==> src/rtl/comparator_bist_if.sv <==
// +--------------------------------------------------------------------+
// | comparator_bist_if : operand/flag bus between BIST and comparator  |
// | Rev 1.0                                                            |
// +--------------------------------------------------------------------+
`default_nettype none

interface comparator_bist_if;
  logic [1:0] dut_a;
  logic [1:0] dut_b;
  logic       dut_lt;
  logic       dut_eq;
  logic       dut_gt;

  modport master (
    output dut_a,
    output dut_b,
    input  dut_lt,
    input  dut_eq,
    input  dut_gt
  );

  modport slave (
    input  dut_a,
    input  dut_b,
    output dut_lt,
    output dut_eq,
    output dut_gt
  );
endinterface

`default_nettype wire

==> src/rtl/comparator_bist.sv <==
// +--------------------------------------------------------------------+
// | comparator_bist : exhaustive 2-bit comparator self-test engine     |
// | Rev 1.0                                                            |
// +--------------------------------------------------------------------+
`default_nettype none

module comparator_bist #(
  parameter int SETTLE = 1
) (
  input  wire logic              clk,
  input  wire logic              rst_n,
  input  wire logic              start,
  comparator_bist_if.master      cmp,
  output logic                   busy,
  output logic                   done,
  output logic                   pass,
  output logic [4:0]             err_count,
  output logic                   fail_seen,
  output logic [3:0]             first_fail
);

  typedef enum logic [2:0] {
    ST_IDLE  = 3'd0,
    ST_APPLY = 3'd1,
    ST_WAIT  = 3'd2,
    ST_CHECK = 3'd3,
    ST_DONE  = 3'd4
  } state_t;

  localparam logic [2:0] c_settle_last = (SETTLE == 0) ? 3'd0 : 3'(SETTLE - 1);
  localparam logic       c_no_settle   = (SETTLE == 0);

  state_t     r_state;
  state_t     w_state_nxt;
  logic [3:0] r_v;
  logic [2:0] r_wait_cnt;
  logic [4:0] r_err_count;
  logic       r_fail_seen;
  logic [3:0] r_first_fail;
  logic       r_pass;

  logic [1:0] w_a;
  logic [1:0] w_b;
  logic [2:0] w_exp;
  logic [2:0] w_got;
  logic       w_fail;
  logic       w_start_ok;
  logic       w_last_vec;
  logic [4:0] w_err_nxt;

  assign w_a        = r_v[3:2];
  assign w_b        = r_v[1:0];
  assign w_exp      = {(w_a < w_b), (w_a == w_b), (w_a > w_b)};
  assign w_got      = {cmp.dut_lt, cmp.dut_eq, cmp.dut_gt};
  // Exact 3-bit match: multi-hot and all-zero flag patterns count as failures.
  assign w_fail     = (w_got != w_exp);
  assign w_start_ok = start && ((r_state == ST_IDLE) || (r_state == ST_DONE));
  assign w_last_vec = (r_v == 4'd15);
  assign w_err_nxt  = r_err_count + {4'd0, w_fail};

  always_ff @(posedge clk) begin
    if (!rst_n) begin
      r_state <= ST_IDLE;
    end else begin
      r_state <= w_state_nxt;
    end
  end

  always_comb begin
    w_state_nxt = r_state;
    case (r_state)
      ST_IDLE, ST_DONE: begin
        if (start) begin
          w_state_nxt = ST_APPLY;
        end
      end
      ST_APPLY: begin
        w_state_nxt = c_no_settle ? ST_CHECK : ST_WAIT;
      end
      ST_WAIT: begin
        if (r_wait_cnt == c_settle_last) begin
          w_state_nxt = ST_CHECK;
        end
      end
      ST_CHECK: begin
        w_state_nxt = w_last_vec ? ST_DONE : ST_APPLY;
      end
      default: begin
        w_state_nxt = ST_IDLE;
      end
    endcase
  end

  always_ff @(posedge clk) begin
    if (!rst_n) begin
      r_v          <= 4'd0;
      r_wait_cnt   <= 3'd0;
      r_err_count  <= 5'd0;
      r_fail_seen  <= 1'b0;
      r_first_fail <= 4'd0;
      r_pass       <= 1'b0;
    end else if (w_start_ok) begin
      r_v          <= 4'd0;
      r_wait_cnt   <= 3'd0;
      r_err_count  <= 5'd0;
      r_fail_seen  <= 1'b0;
      r_first_fail <= 4'd0;
      r_pass       <= 1'b0;
    end else begin
      case (r_state)
        ST_APPLY: begin
          r_wait_cnt <= 3'd0;
        end
        ST_WAIT: begin
          r_wait_cnt <= r_wait_cnt + 3'd1;
        end
        ST_CHECK: begin
          if (w_fail) begin
            r_err_count <= w_err_nxt;
            if (!r_fail_seen) begin
              r_fail_seen  <= 1'b1;
              r_first_fail <= r_v;
            end
          end
          // The final vector stays on the operand bus while DONE is held.
          if (w_last_vec) begin
            r_pass <= (w_err_nxt == 5'd0);
          end else begin
            r_v <= r_v + 4'd1;
          end
        end
        default: begin
        end
      endcase
    end
  end

  assign cmp.dut_a  = w_a;
  assign cmp.dut_b  = w_b;
  assign busy       = (r_state == ST_APPLY) || (r_state == ST_WAIT) || (r_state == ST_CHECK);
  assign done       = (r_state == ST_DONE);
  assign pass       = r_pass && done;
  assign err_count  = r_err_count;
  assign fail_seen  = r_fail_seen;
  assign first_fail = r_first_fail;

endmodule

`default_nettype wire
==> src/flat_wrapper.sv <==
// flat-port wrapper written by rule: the top's interface ports become plain ports
module comparator_bist_flat 
#(
  parameter int SETTLE = 1
)
  (clk, rst_n, start, busy, done, pass, err_count, fail_seen, first_fail, cmp_dut_a, cmp_dut_b, cmp_dut_lt, cmp_dut_eq, cmp_dut_gt);
  comparator_bist_if cmp_i ();
  input  wire logic clk;
  input  wire logic rst_n;
  input  wire logic start;
  output logic busy;
  output logic done;
  output logic pass;
  output logic [4:0] err_count;
  output logic fail_seen;
  output logic [3:0] first_fail;
  output wire logic [$bits(cmp_i.dut_a)-1:0] cmp_dut_a;
  output wire logic [$bits(cmp_i.dut_b)-1:0] cmp_dut_b;
  input wire logic [$bits(cmp_i.dut_lt)-1:0] cmp_dut_lt;
  input wire logic [$bits(cmp_i.dut_eq)-1:0] cmp_dut_eq;
  input wire logic [$bits(cmp_i.dut_gt)-1:0] cmp_dut_gt;
  assign cmp_dut_a = cmp_i.dut_a;
  assign cmp_dut_b = cmp_i.dut_b;
  assign cmp_i.dut_lt = cmp_dut_lt;
  assign cmp_i.dut_eq = cmp_dut_eq;
  assign cmp_i.dut_gt = cmp_dut_gt;
  comparator_bist #(.SETTLE(SETTLE)) u_core (.clk(clk), .rst_n(rst_n), .start(start), .cmp(cmp_i), .busy(busy), .done(done), .pass(pass), .err_count(err_count), .fail_seen(fail_seen), .first_fail(first_fail));
endmodule
==> config.mk <==
export PLATFORM = sky130hd
export DESIGN_NAME = comparator_bist_flat
export DESIGN_NICKNAME = d
export VERILOG_FILES = /design/src/rtl/comparator_bist_if.sv /design/src/rtl/comparator_bist.sv /design/src/flat_wrapper.sv
export SDC_FILE = /design/constraint.sdc
export NUM_CORES = 1
export LEC_CHECK = 0
export BUFFER_PORTS_ARGS = -buffer_cell sky130_fd_sc_hd__buf_2
export CORE_MARGIN = 3
export CORE_UTILIZATION = 35
export CTS_CLUSTER_DIAMETER = 60
export DETAILED_ROUTE_END_ITERATION = 7
export HOLD_SLACK_MARGIN = 0.05
export PLACE_DENSITY = 0.56
export SYNTH_ARGS = -nofsm -noshare
export SYNTH_HDL_FRONTEND = slang
export SYNTH_SLANG_ARGS = --single-unit
==> constraint.sdc <==
create_clock -name clk -period 7.3 [get_ports clk]
set_clock_uncertainty 0.2 [all_clocks]
set_input_delay 1.095 -clock clk [delete_from_list [all_inputs] [get_ports clk]]
set_output_delay 1.095 -clock clk [all_outputs]
set_load 0.05 [all_outputs]
* Yosys cells after proc, flatten, opt, wreduce, memory -nomap -nowiden
Index checks and enable logic that the tools add are counted.
Storage, ports and cells: register bits 21, input port bits 6, output and inout port bits 17, logic and storage cells 45
Operators by class: add/subtract/negate cells 3, order comparisons 2, equal/unequal tests 9, multiplexer cells 5, bitwise operators 3, reduce and logical (&&, ||, !) cells 16
Operator list (count):
- $pmux W3 S4 | 1
- $mux W3 | 3
- $reduce_and A2 Y1 | 4
- $eq A3 B2 Y1 const B | 2
- $logic_not A3 Y1 | 2
- $pmux W3 S2 | 1
- $add A5 B1 Y5 | 1
- $logic_not A5 Y1 | 1
- $add A4 B1 Y4 const B | 1
- $eq A4 B4 Y1 const B | 1
- $reduce_or A2 Y1 | 2
- $add A3 B1 Y3 const B | 1
- $eq A3 B1 Y1 const B | 1
- $eq A3 B3 Y1 const B | 1
- $logic_or A1 B1 Y1 | 3
- $ne A3 B3 Y1 | 1
- $not A1 Y1 | 3
- $reduce_and A3 Y1 | 1
- $eq A2 B2 Y1 | 1
- $gt A2 B2 Y1 | 1
- $logic_and A1 B1 Y1 | 2
- $lt A2 B2 Y1 | 1
- $ne A2 B1 Y1 const B | 1
- $ne A2 B2 Y1 const B | 1
- $reduce_bool A2 Y1 | 1

* Longest topological paths before layout
Gate-level depths: netlist of the first run.
word-level depth 4, mapped depth 14, mapped depth without buffers 13

* Worst setup path before layout of the first run
Ideal clock, no wire load.
path type input to register, from in cmp_dut_gt, to reg u_core.r_pass, library setup time 0.071 ns, data arrival time 2.956 ns, slack 4.073 ns, stages 11, buffers on the path 1, cell sequence or4b_4 -> o21ai_2 -> buf_6 -> a21oi_1 -> ha_1 -> ha_1 -> nand3_1 -> xnor2_1 -> nor3_1 -> nand3_1 -> a21oi_1
Between the ends: word-level cells in the longest chain between the ends 3
Ends and longest elaborated chain:
- from (decl) | RTL line flat_wrapper.sv:21 | input wire logic [$bits(cmp_i.dut_gt)-1:0] cmp_dut_gt;
- $ne A3 B3 Y1 | RTL line comparator_bist.sv:56 | assign w_fail = (w_got != w_exp);
- $add A5 B1 Y5 | RTL line comparator_bist.sv:59 | assign w_err_nxt = r_err_count + {4'd0, w_fail};
- $logic_not A5 Y1 | RTL line comparator_bist.sv:127 | r_pass <= (w_err_nxt == 5'd0);
- to (signal assigned) | RTL line comparator_bist.sv:127
- to (decl) | RTL line comparator_bist.sv:40 | logic r_pass;
Every way passes these cells. A chain may end at the register's enable or synchronous reset.

* Worst setup path in the final report of the first run
Ends and elaborated chain as after synthesis.

==> results.py, run 1 <==
metrics = {
    "status": {
        "status": "complete, no violations",
    },
    "synth": {
        "ys_types": 37,
        "avgSynthCellArea_um2": 8.180,
        "ys_ff_latch": 21,
        "yosysWarnings": 0,
        "synth_cells": 147,
        "synth_area_um2": 1202,
        "yosysSeqAreaShare_pct": 34.96,
        "async_reset_ff_share_pct": 0,
        "syn_nets": 160,
        "synth_top_flop_cell": "dfxtp_1",
        "synth-edff-count": 0,
    },
    "final_layout": {
        "drive_gt1_share_pct": 19.05,
        "antenna_cells": 0,
        "final_nets": 182,
        "filler_cell_count": 339,
        "regArea_um2": 420.4,
        "final_cell_mix": "22 x buf_2, 21 x dfxtp_1, 20 x a21oi_1, 14 x nor2_1, 11 x nand3_1",
        "mostFrequentLayoutCell": "buf_2",
        "multi_input_area_um2": 726.9,
        "syn_to_final_growth_pct": 13.32,
        "final_area_um2": 1363,
    },
    "sta": {
        "fin_setup_tns_ns": 0,
        "whs_ns": 0.2969,
        "layout_min_cycle_time_ns": 3.315,
        "setup_viol": 0,
        "report.final.slew_viol_count": 0,
        "min_period_over_period_pct": 45.40,
        "hold_viol": 0,
        "relSlewSlack_pct": 57.14,
        "rsz0062_at_grt": "no",
        "worst_pin_slew_ns": 0.6414,
        "clock.fmax_mhz": 301.7,
        "setup_ws_ns": 3.985,
    },
    "floorplan": {
        "coreArea_um2": 3153,
        "fp-row-count": 20,
        "start_util_pct": 38.13,
        "die_x_um": 64.61,
        "die_area_um2": 4174,
        "io_pins": 23,
        "die_h_um": 64.61,
    },
    "clock_network": {
        "post_cts_buffers": 0,
        "cts_tree": "yes",
        "ctsResizeCount": 0,
        "cts_max_path_buffers": 2,
        "numCtsBuffers": 3,
        "clk_pin_slew_ns": 0.12,
        "clockRootBuffer": "clkbuf_4",
        "cts_hold_buffers": 0,
        "clock_latency_ns": 0.31,
        "htree_levels": 1,
        "cts_sinks": 21,
    },
    "critical_path": {
        "startpoint_type": "primary input",
        "reg2reg_slack_ns": 4.16,
        "r2r_cells": 12,
        "crit_path_start": "cmp_dut_gt",
        "r2r_end": "u_core.r_pass",
        "cp_data_required_time_ns": 7.33,
        "crit_path_max_fanout": 13,
        "critPathKind": "primary input to flop",
        "reg2reg_from": "u_core.r_v[1]",
        "cp.arrival_ns": 3.34,
        "endpoint": "u_core.r_pass",
        "crit_path_end_kind": "flop",
    },
    "placement": {
        "placed_area_um2": 1335,
        "dp_hpwl_mm": 1.933,
        "port-buffer-count": 22,
        "gp_congestion": 0.7592,
        "place_ws_ns": 3.658,
    },
    "route": {
        "drc": 0,
        "viasPerCell": 5.189,
        "antenna_left": 0,
        "met3_length_um": 140,
        "wl_met2_mm": 1.146,
        "firstDrtPassIters": 4,
        "routed_wl_mm": 2.619,
        "dr_total_vias": 1100,
        "route.top_layer_used": "met4",
        "met1Wirelength_mm": 1.305,
        "wl_per_cell_um": 12.35,
        "drt_iter0_markers": 56,
    },
    "flow_run": {
        "maxCapViolCount": 0,
    },
    "worst_hold_path": {
        "hold_start": "u_core.r_pass",
        "min_path_type": "flop to flop",
    },
    "global_route": {
        "grt_antenna_before_repair": 0,
        "grt_max_degree": 19,
        "grt_pass1_wl_mm": 4.705,
        "grt_use_total_pct": 13.78,
        "grt_pass1_vias": 1052,
        "gr-total-overflow": 0,
    },
    "power_and_ir_drop": {
        "peakVddDrop_mv": 0.07373,
        "power.leakage_uw": 0.0005268,
        "p_per_area_nw_per_um2": 166.7,
        "p_total_uw": 227.1,
    },
}
==> layer usage <==
layer	vias to the layer above	global-route usage (%)
li1	565	-
met1	504	17.97
met2	27	22.04
met3	4	3.986
met4	0	3.958
met5	-	0
==> worst max-delay path, stage by stage <==
cell	delay, ns
buf_2	0.12
or4b_4	0.54
o21ai_2	0.43
a21oi_1	0.09
ha_1	0.24
ha_1	0.23
nand3_1	0.14
xnor2_1	0.08
nor3_1	0.13
nand3_1	0.10
a21oi_1	0.15
==> power by group <==
group	switching [µW]	leakage [µW]	total, µW	internal [µW]
logic	28.3	0.000339	43.3	15.0
clock network	37.3	0.0000177	57.7	20.4
registers	7.94	0.000170	126	118
==> synth_stat cells, drive strengths merged (2+ instances only) <==
library cell | number | share of area (%)
a21boi | 2 | 1.2
a21oi | 20 | 8.3
buf | 4 | 2.4
dfxtp | 21 | 35
ha | 7 | 7.3
inv | 6 | 1.9
mux2i | 2 | 1.7
nand2 | 8 | 2.5
nand2b | 3 | 1.6
nand3 | 11 | 4.6
nand3b | 2 | 1.2
nor2 | 14 | 4.4
nor2b | 4 | 2.7
nor3 | 4 | 1.7
o21a | 3 | 2.0
o21ai | 12 | 5.6
o31ai | 3 | 1.9
or4 | 3 | 1.9
xnor2 | 4 | 2.9
xor2 | 3 | 2.2
==> area by class of cell <==
cell class	instances	area share, %
well taps	44	4.040
clock inverters	1	0.3673
repair buffers	22	8.081
clock buffers	3	1.653
flip-flops and latches	21	30.85
inverters	6	1.653
multi-input cells	115	53.35
==> cells by family after synthesis <==
logic type	after synthesis	share of synthesized area [%]
AND/OR/NAND/NOR	56	25.39
AO/OA/AOI/OAI	43	21.02
flip-flops	21	34.96
buffers and inverters	11	4.578
XOR/XNOR	7	5.099
adder cells (fa/ha/maj)	7	7.284
multiplexers	2	1.665
==> worst min path at each step <==
| stage | to | slack, ns | cells past startpoint |
|---|---|---|---|
| 2_1_floorplan | u_core.r_pass | 0.24 | 2 |
| 3_3_place_gp | u_core.r_wait_cnt[2] | 0.27 | 2 |
| 3_5_place_dp | u_core.first_fail[0] | 0.27 | 2 |
| 4_1_cts | u_core.first_fail[0] | 0.30 | 2 |
| 5_1_grt | u_core.r_pass | 0.34 | 2 |
| 6_report | u_core.r_pass | 0.30 | 2 |
==> registers in the layout (all words and copies together), names as in the netlist <==
signal             cells
u_core.r_state         3
u_core.r_pass          1
u_core.r_v             4
u_core.err_count       5
u_core.r_wait_cnt      3
u_core.first_fail      4
u_core.fail_seen       1
==> per-stage QoR <==
step	instances	util (%)
2_1_floorplan	147	-
3_3_place_gp	208	42.34
3_5_place_dp	208	42.34
4_1_cts	212	43.21
5_1_grt	212	43.21
6_report	212	43.21
Power figures use the tool's default switching activity.
==> inputs of run 2 (changes only) <==
- ABC_AREA: unset -> 1
- clock period: 7.3 -> 3.08 ns (I/O delays scaled with it)
==> run 2 against run 1 <==
Effect of this change:
- sequential power increased by 140%
- worst hold slack lost 0.068 ns
- non-clock buffer count stayed put
- combinational power grew to 4.1 times the previous value
- count of clock-buffer cells in the layout rose by 1
- first-iteration DRC count is 45% lower
- via count shrank 6.0%
- critical endpoint unchanged
- register-to-register slack worse by 3.8 ns
- area after synthesis fell by 6.3%
- global-route usage is 1.1 points lower
- synthesized cell count rose by 6.8%
- final area is 4.7% lower
==> results.py, run 2 <==
metrics = {
    "critical_path": {
        "cp_data_required_time_ns": 3.13,
        "r2r_end": "u_core.r_pass",
        "crit_path_end_kind": "flop",
        "reg2reg_slack_ns": 0.41,
        "cp.arrival_ns": 2.72,
        "reg2reg_from": "u_core.r_v[1]",
        "critPathKind": "flop to flop",
        "r2r_cells": 14,
        "startpoint_type": "flop",
        "crit_path_max_fanout": 16,
    },
    "synth": {
        "synth_common_cells": "28 x nand2_1, 21 x dfxtp_1, 20 x inv_1",
        "syn_nets": 170,
        "synth_top_flop_cell": "dfxtp_1",
        "ys_types": 23,
        "synth-compound-area-share_pct": 12.56,
        "yosysMostFrequentCell": "nand2_1",
        "synthXorXnorAreaFrac_pct": 2.333,
        "synth_adder_area_share_pct": 7.778,
        "synth_cells": 157,
        "synth-simple-area-share_pct": 31.22,
        "yosysWarnings": 0,
        "synth_top_area_share_pct": 37.33,
        "synthMuxAreaShare_pct": 0,
        "synth_area_um2": 1126,
        "ys_ff_latch": 21,
        "yosysSeqAreaShare_pct": 37.33,
        "synth-edff-count": 0,
        "async_reset_ff_share_pct": 0,
        "yosys-top-cells-area": "dfxtp_1 37%, nand2_1 9.3%, ha_1 7.8%, a21oi_1 7.6%, inv_1 6.7%",
        "avgSynthCellArea_um2": 7.172,
        "synth_top_family_by_area": "simple AND/OR/NAND/NOR gates",
        "synth.largest_area_cell": "dfxtp_1",
    },
    "power_and_ir_drop": {
        "peakVddDrop_mv": 0.2500,
        "p_per_area_nw_per_um2": 471.0,
        "power.leakage_uw": 0.0006087,
    },
    "sta": {
        "rsz0062_at_grt": "no",
        "min_period_over_period_pct": 86.75,
        "setup_viol": 0,
        "relSlewSlack_pct": 57.40,
        "worst_pin_slew_ns": 0.6390,
        "clock.fmax_mhz": 374.3,
        "hold_viol": 0,
        "report.final.slew_viol_count": 0,
        "layout_min_cycle_time_ns": 2.672,
        "fin_setup_tns_ns": 0,
    },
    "placement": {
        "placed_area_um2": 1272,
        "gp_congestion": 0.7346,
        "dp_hpwl_mm": 1.746,
        "port-buffer-count": 22,
    },
    "final_layout": {
        "drive_gt1_share_pct": 20.44,
        "final_cell_mix": "28 x nand2_1, 22 x buf_2, 21 x dfxtp_1, 20 x inv_1, 19 x nor2_1",
        "final_area_um2": 1299,
        "mostFrequentLayoutCell": "nand2_1",
        "largest_reg_flops": 5,
        "antenna_cells": 0,
        "final_nets": 195,
        "syn_to_final_growth_pct": 15.33,
    },
    "route": {
        "drt_iter0_markers": 31,
        "routed_wl_mm": 2.262,
        "viasPerCell": 4.637,
        "drc": 0,
        "antenna_left": 0,
        "wl_per_cell_um": 10.14,
        "dr_total_vias": 1034,
        "firstDrtPassIters": 5,
    },
    "status": {
        "status": "complete, no violations",
    },
    "global_route": {
        "grt_pass1_vias": 936,
        "grt_antenna_before_repair": 0,
        "grt_pass1_wl_mm": 4.112,
        "grt_max_degree": 17,
        "grt_use_total_pct": 12.68,
        "gr-total-overflow": 0,
    },
    "clock_network": {
        "cts_hold_buffers": 0,
        "post_cts_buffers": 0,
        "clock_latency_ns": 0.31,
        "clk_pin_slew_ns": 0.12,
        "htree_levels": 1,
        "cts_sinks": 21,
        "ctsResizeCount": 0,
        "cts_tree": "yes",
        "cts_max_path_buffers": 2,
        "clockRootBuffer": "clkbuf_4",
        "numCtsBuffers": 3,
    },
    "floorplan": {
        "die_x_um": 62.72,
        "fp-row-count": 19,
        "io_pins": 23,
        "coreArea_um2": 2900,
        "die_area_um2": 3934,
        "die_h_um": 62.72,
        "start_util_pct": 38.83,
    },
    "worst_hold_path": {
        "holdPathEnd": "u_core.r_state[1]",
        "holdPathStages": 3,
        "min_path_type": "primary input to flop",
        "hold_start": "rst_n",
    },
    "flow_run": {
        "maxCapViolCount": 0,
    },
}
==> run 2: through the flow <==
step | hold slack, ns | power, µW | worst slack [ns] | instances | utilization [%]
finish | 0.2284 | 611.8 | 0.4080 | 223 | 44.78
floorplan | 0.2577 | 449.4 | 0.2609 | 157 | -
CTS | 0.2219 | 622.0 | 0.3667 | 223 | 44.78
global route | 0.2667 | 655.3 | 0.1040 | 223 | 44.78
detailed placement | 0.2683 | 484.1 | 0.3995 | 219 | 43.87
global placement | 0.2632 | 481.8 | 0.4744 | 219 | 43.87
==> run 2: worst max-delay path: stages, from the launching register on <==
cell and delay, ns:
dfxtp_1 0.39, inv_1 0.10, ha_1 0.34, nand2_1 0.12, nand2_1 0.06, nand2_1 0.06
nand2_1 0.06, nor2_2 0.09, nand2_2 0.19, ha_1 0.27, ha_1 0.21, xor2_1 0.16
nor3_1 0.16, nand3_1 0.11, a21oi_1 0.13
==> run 2: routing by layer <==
| layer | track usage, % | wire length (µm) | vias up |
|---|---|---|---|
| met2 | 22.37 | 1145 | 16 |
| met1 | 15.19 | 996 | 462 |
| met5 | 0 | 0 | - |
| li1 | - | - | 554 |
| met3 | 3.777 | 105 | 2 |
| met4 | 2.479 | 14 | 0 |
==> run 2: cell families (layout without fill, tap and decap cells) <==
| group | Yosys count | count (layout) |
|---|---|---|
| simple gates | 76 | 76 |
| compound gates | 26 | 26 |
| flops | 21 | 21 |
| xor+xnor | 3 | 3 |
| buf+inv | 24 | 48 |
| fa+ha+maj | 7 | 7 |
==> run 2: final cells by class <==
class	count	area, µm²
fillers	327	1602
multi-input cells	112	606.8
flip-flops and latches	21	420.4
repair buffers	22	110.1
inverters	22	82.58
well taps	42	52.55
clock buffers	4	26.28
==> run 2: worst max-delay path by stage <==
| stage | start | to | slack (ns) | depth (start not counted) |
|---|---|---|---|---|
| 5_1_grt | u_core.r_v[1] | u_core.r_pass | 0.10 | 14 |
| 6_report | u_core.r_v[1] | u_core.r_pass | 0.41 | 14 |
| 2_1_floorplan | u_core.r_v[1] | u_core.r_pass | 0.26 | 15 |
| 3_5_place_dp | u_core.r_v[1] | u_core.r_pass | 0.40 | 14 |
| 4_1_cts | u_core.r_v[1] | u_core.r_pass | 0.37 | 14 |
| 3_3_place_gp | u_core.r_v[1] | u_core.r_pass | 0.47 | 14 |
==> run 2: power by group <==
group / internal [µW] / switching (µW) / total, µW
Combinational: 50.7 / 127 / 178
Clock: 50.5 / 85.3 / 136
Sequential: 287 / 11.7 / 298
Total: 388 / 224 / 612
==> inputs of run 3 (changes only) <==
- ABC_AREA: 1 -> 0
==> run 3 against run 2 <==
Effect of this change:
- global-route usage up 1.3 points
- sequential share of layout area decreased by 1.5 points
- worst setup slack worse by 0.16 ns
- non-clock buffer count up 1
- count of clock-buffer cells in the layout decreased by 1
- sequential cell count unchanged
- largest power group unchanged
- utilization fell by 1.2 points
- combinational power shrank 42%
- cell count down 4.5%
- via count grew 8.1%
- worst hold slack worse by 0.029 ns
- final area rose by 5.8%
==> results.py, run 3 (synthesized netlist as in run 1, its figures left out) <==
metrics = {
    "route": {
        "drt_iter0_markers": 46,
        "routed_wl_mm": 2.757,
        "firstDrtPassIters": 4,
        "dr_total_vias": 1118,
        "drc": 0,
        "viasPerCell": 5.249,
        "antenna_left": 0,
        "wl_per_cell_um": 12.94,
    },
    "global_route": {
        "grt_antenna_before_repair": 0,
        "grt_pass1_vias": 1027,
        "gr-max-usage-layer": "met2",
        "use_met2_pct": 23.58,
        "grt_max_degree": 19,
        "grt_use_met3_pct": 3.120,
        "use_met1_pct": 17.76,
        "grt_pass1_wl_mm": 4.629,
        "gr-total-overflow": 0,
        "grt_use_total_pct": 13.96,
    },
    "clock_network": {
        "post_cts_buffers": 0,
        "cts_tree": "yes",
        "cts_sinks": 21,
        "clock_latency_ns": 0.31,
        "clk_pin_slew_ns": 0.13,
        "ctsResizeCount": 0,
        "htree_levels": 1,
        "clockRootBuffer": "clkbuf_4",
        "cts_hold_buffers": 0,
        "cts_max_path_buffers": 2,
        "numCtsBuffers": 3,
    },
    "final_layout": {
        "largest_reg_flops": 5,
        "final_cell_mix": "22 x buf_2, 20 x a21oi_1, 18 x dfxtp_1, 14 x nor2_1, 11 x nand3_1",
        "filler_cell_count": 337,
        "drive_gt1_share_pct": 21.30,
        "final_area_um2": 1374,
        "antenna_cells": 0,
        "final_nets": 183,
        "mostFrequentLayoutCell": "buf_2",
        "syn_to_final_growth_pct": 14.26,
    },
    "placement": {
        "place_ws_ns": 0.2794,
        "dp_hpwl_mm": 2.071,
        "port-buffer-count": 22,
        "gp_congestion": 0.7862,
        "placed_area_um2": 1346,
    },
    "sta": {
        "clock.fmax_mhz": 353.6,
        "relSlewSlack_pct": 57.00,
        "layout_min_cycle_time_ns": 2.828,
        "report.final.slew_viol_count": 0,
        "worst_pin_slew_ns": 0.6435,
        "rsz0062_at_grt": "no",
        "min_period_over_period_pct": 91.81,
        "fin_setup_tns_ns": 0,
        "setup_viol": 0,
        "setup_ws_ns": 0.2521,
        "whs_ns": 0.1992,
        "hold_viol": 0,
    },
    "worst_hold_path": {
        "min_path_type": "primary input to flop",
    },
    "power_and_ir_drop": {
        "p_total_uw": 543.6,
        "power.leakage_uw": 0.0005338,
        "peakVddDrop_mv": 0.1817,
        "p_per_area_nw_per_um2": 395.7,
    },
    "critical_path": {
        "crit_path_end_kind": "flop",
        "reg2reg_slack_ns": 0.25,
        "critPathKind": "flop to flop",
        "cp_data_required_time_ns": 3.12,
        "cp.arrival_ns": 2.87,
        "crit_path_max_fanout": 6,
        "startpoint_type": "flop",
    },
    "floorplan": {
        "die_area_um2": 4174,
        "coreArea_um2": 3153,
        "start_util_pct": 38.13,
        "die_x_um": 64.61,
        "die_h_um": 64.61,
        "io_pins": 23,
        "fp-row-count": 20,
    },
    "flow_run": {
        "maxCapViolCount": 0,
    },
    "status": {
        "status": "complete, no violations",
    },
}
[run 3: cell types whose count changed in the layout (fill, tap and decap cells not counted), sizes merged, moves of 3 or more]
| cell | previous run | this run |
|---|---|---|
| o21ai | 8 | 12 |
| inv | 22 | 6 |
| nand3 | 14 | 11 |
| nor2b | 0 | 4 |
| o31ai | 0 | 3 |
| nor2 | 23 | 14 |
| or4 | 0 | 3 |
| nand2b | 0 | 3 |
| xnor2 | 1 | 4 |
| o21a | 0 | 3 |
| nand2 | 30 | 8 |
[run 3: path summary, 6_finish.rpt]
path                                           start              endpoint  depth (start not counted)
worst max-delay path                   u_core.r_v[1]   u_core.err_count[4]                         11
worst max register to register         u_core.r_v[1]   u_core.err_count[4]                         11
worst min register to register  u_core.first_fail[0]  u_core.first_fail[0]                          2
worst min-delay path                           rst_n     u_core.r_state[2]                          2
[run 3: layer usage]
metal	wire [µm]	vias to the layer above	share of wire, %
met5	0	-	0
li1	-	572	-
met1	1319	519	48
met2	1295	22	47
met4	27	0	0.98
met3	115	5	4.2
[run 3: per-stage QoR]
stage | instances | utilization, %
floorplan | 147 | -
global placement | 209 | 42.70
detailed placement | 209 | 42.70
CTS | 213 | 43.57
global route | 213 | 43.57
finish | 213 | 43.57
[run 3: cell type report]
class	instances	area (µm²)	area share (%)
tap	44	55.05	4.007
clock inverter	1	5.005	0.3643
sequential	21	424.2	30.87
multi-input combinational	115	726.9	52.91
timing repair buffer	23	117.6	8.561
clock buffer	3	22.52	1.639
inverter	6	22.52	1.639
[run 3: report_power, final]
part           internal (µW)  total, µW  switching [µW]
logic                   35.8        104            67.9
registers                280        299            19.3
clock network           48.5        140            92.0
[run 3: critical path, stage by stage, from the launching register on]
cell	delay, ns
dfxtp_2	0.41
inv_1	0.06
ha_1	0.34
nor2b_1	0.15
o211ai_1	0.23
o21ai_2	0.10
a21oi_1	0.13
ha_1	0.21
ha_1	0.22
nand3_1	0.14
or4_1	0.43
a21oi_1	0.15
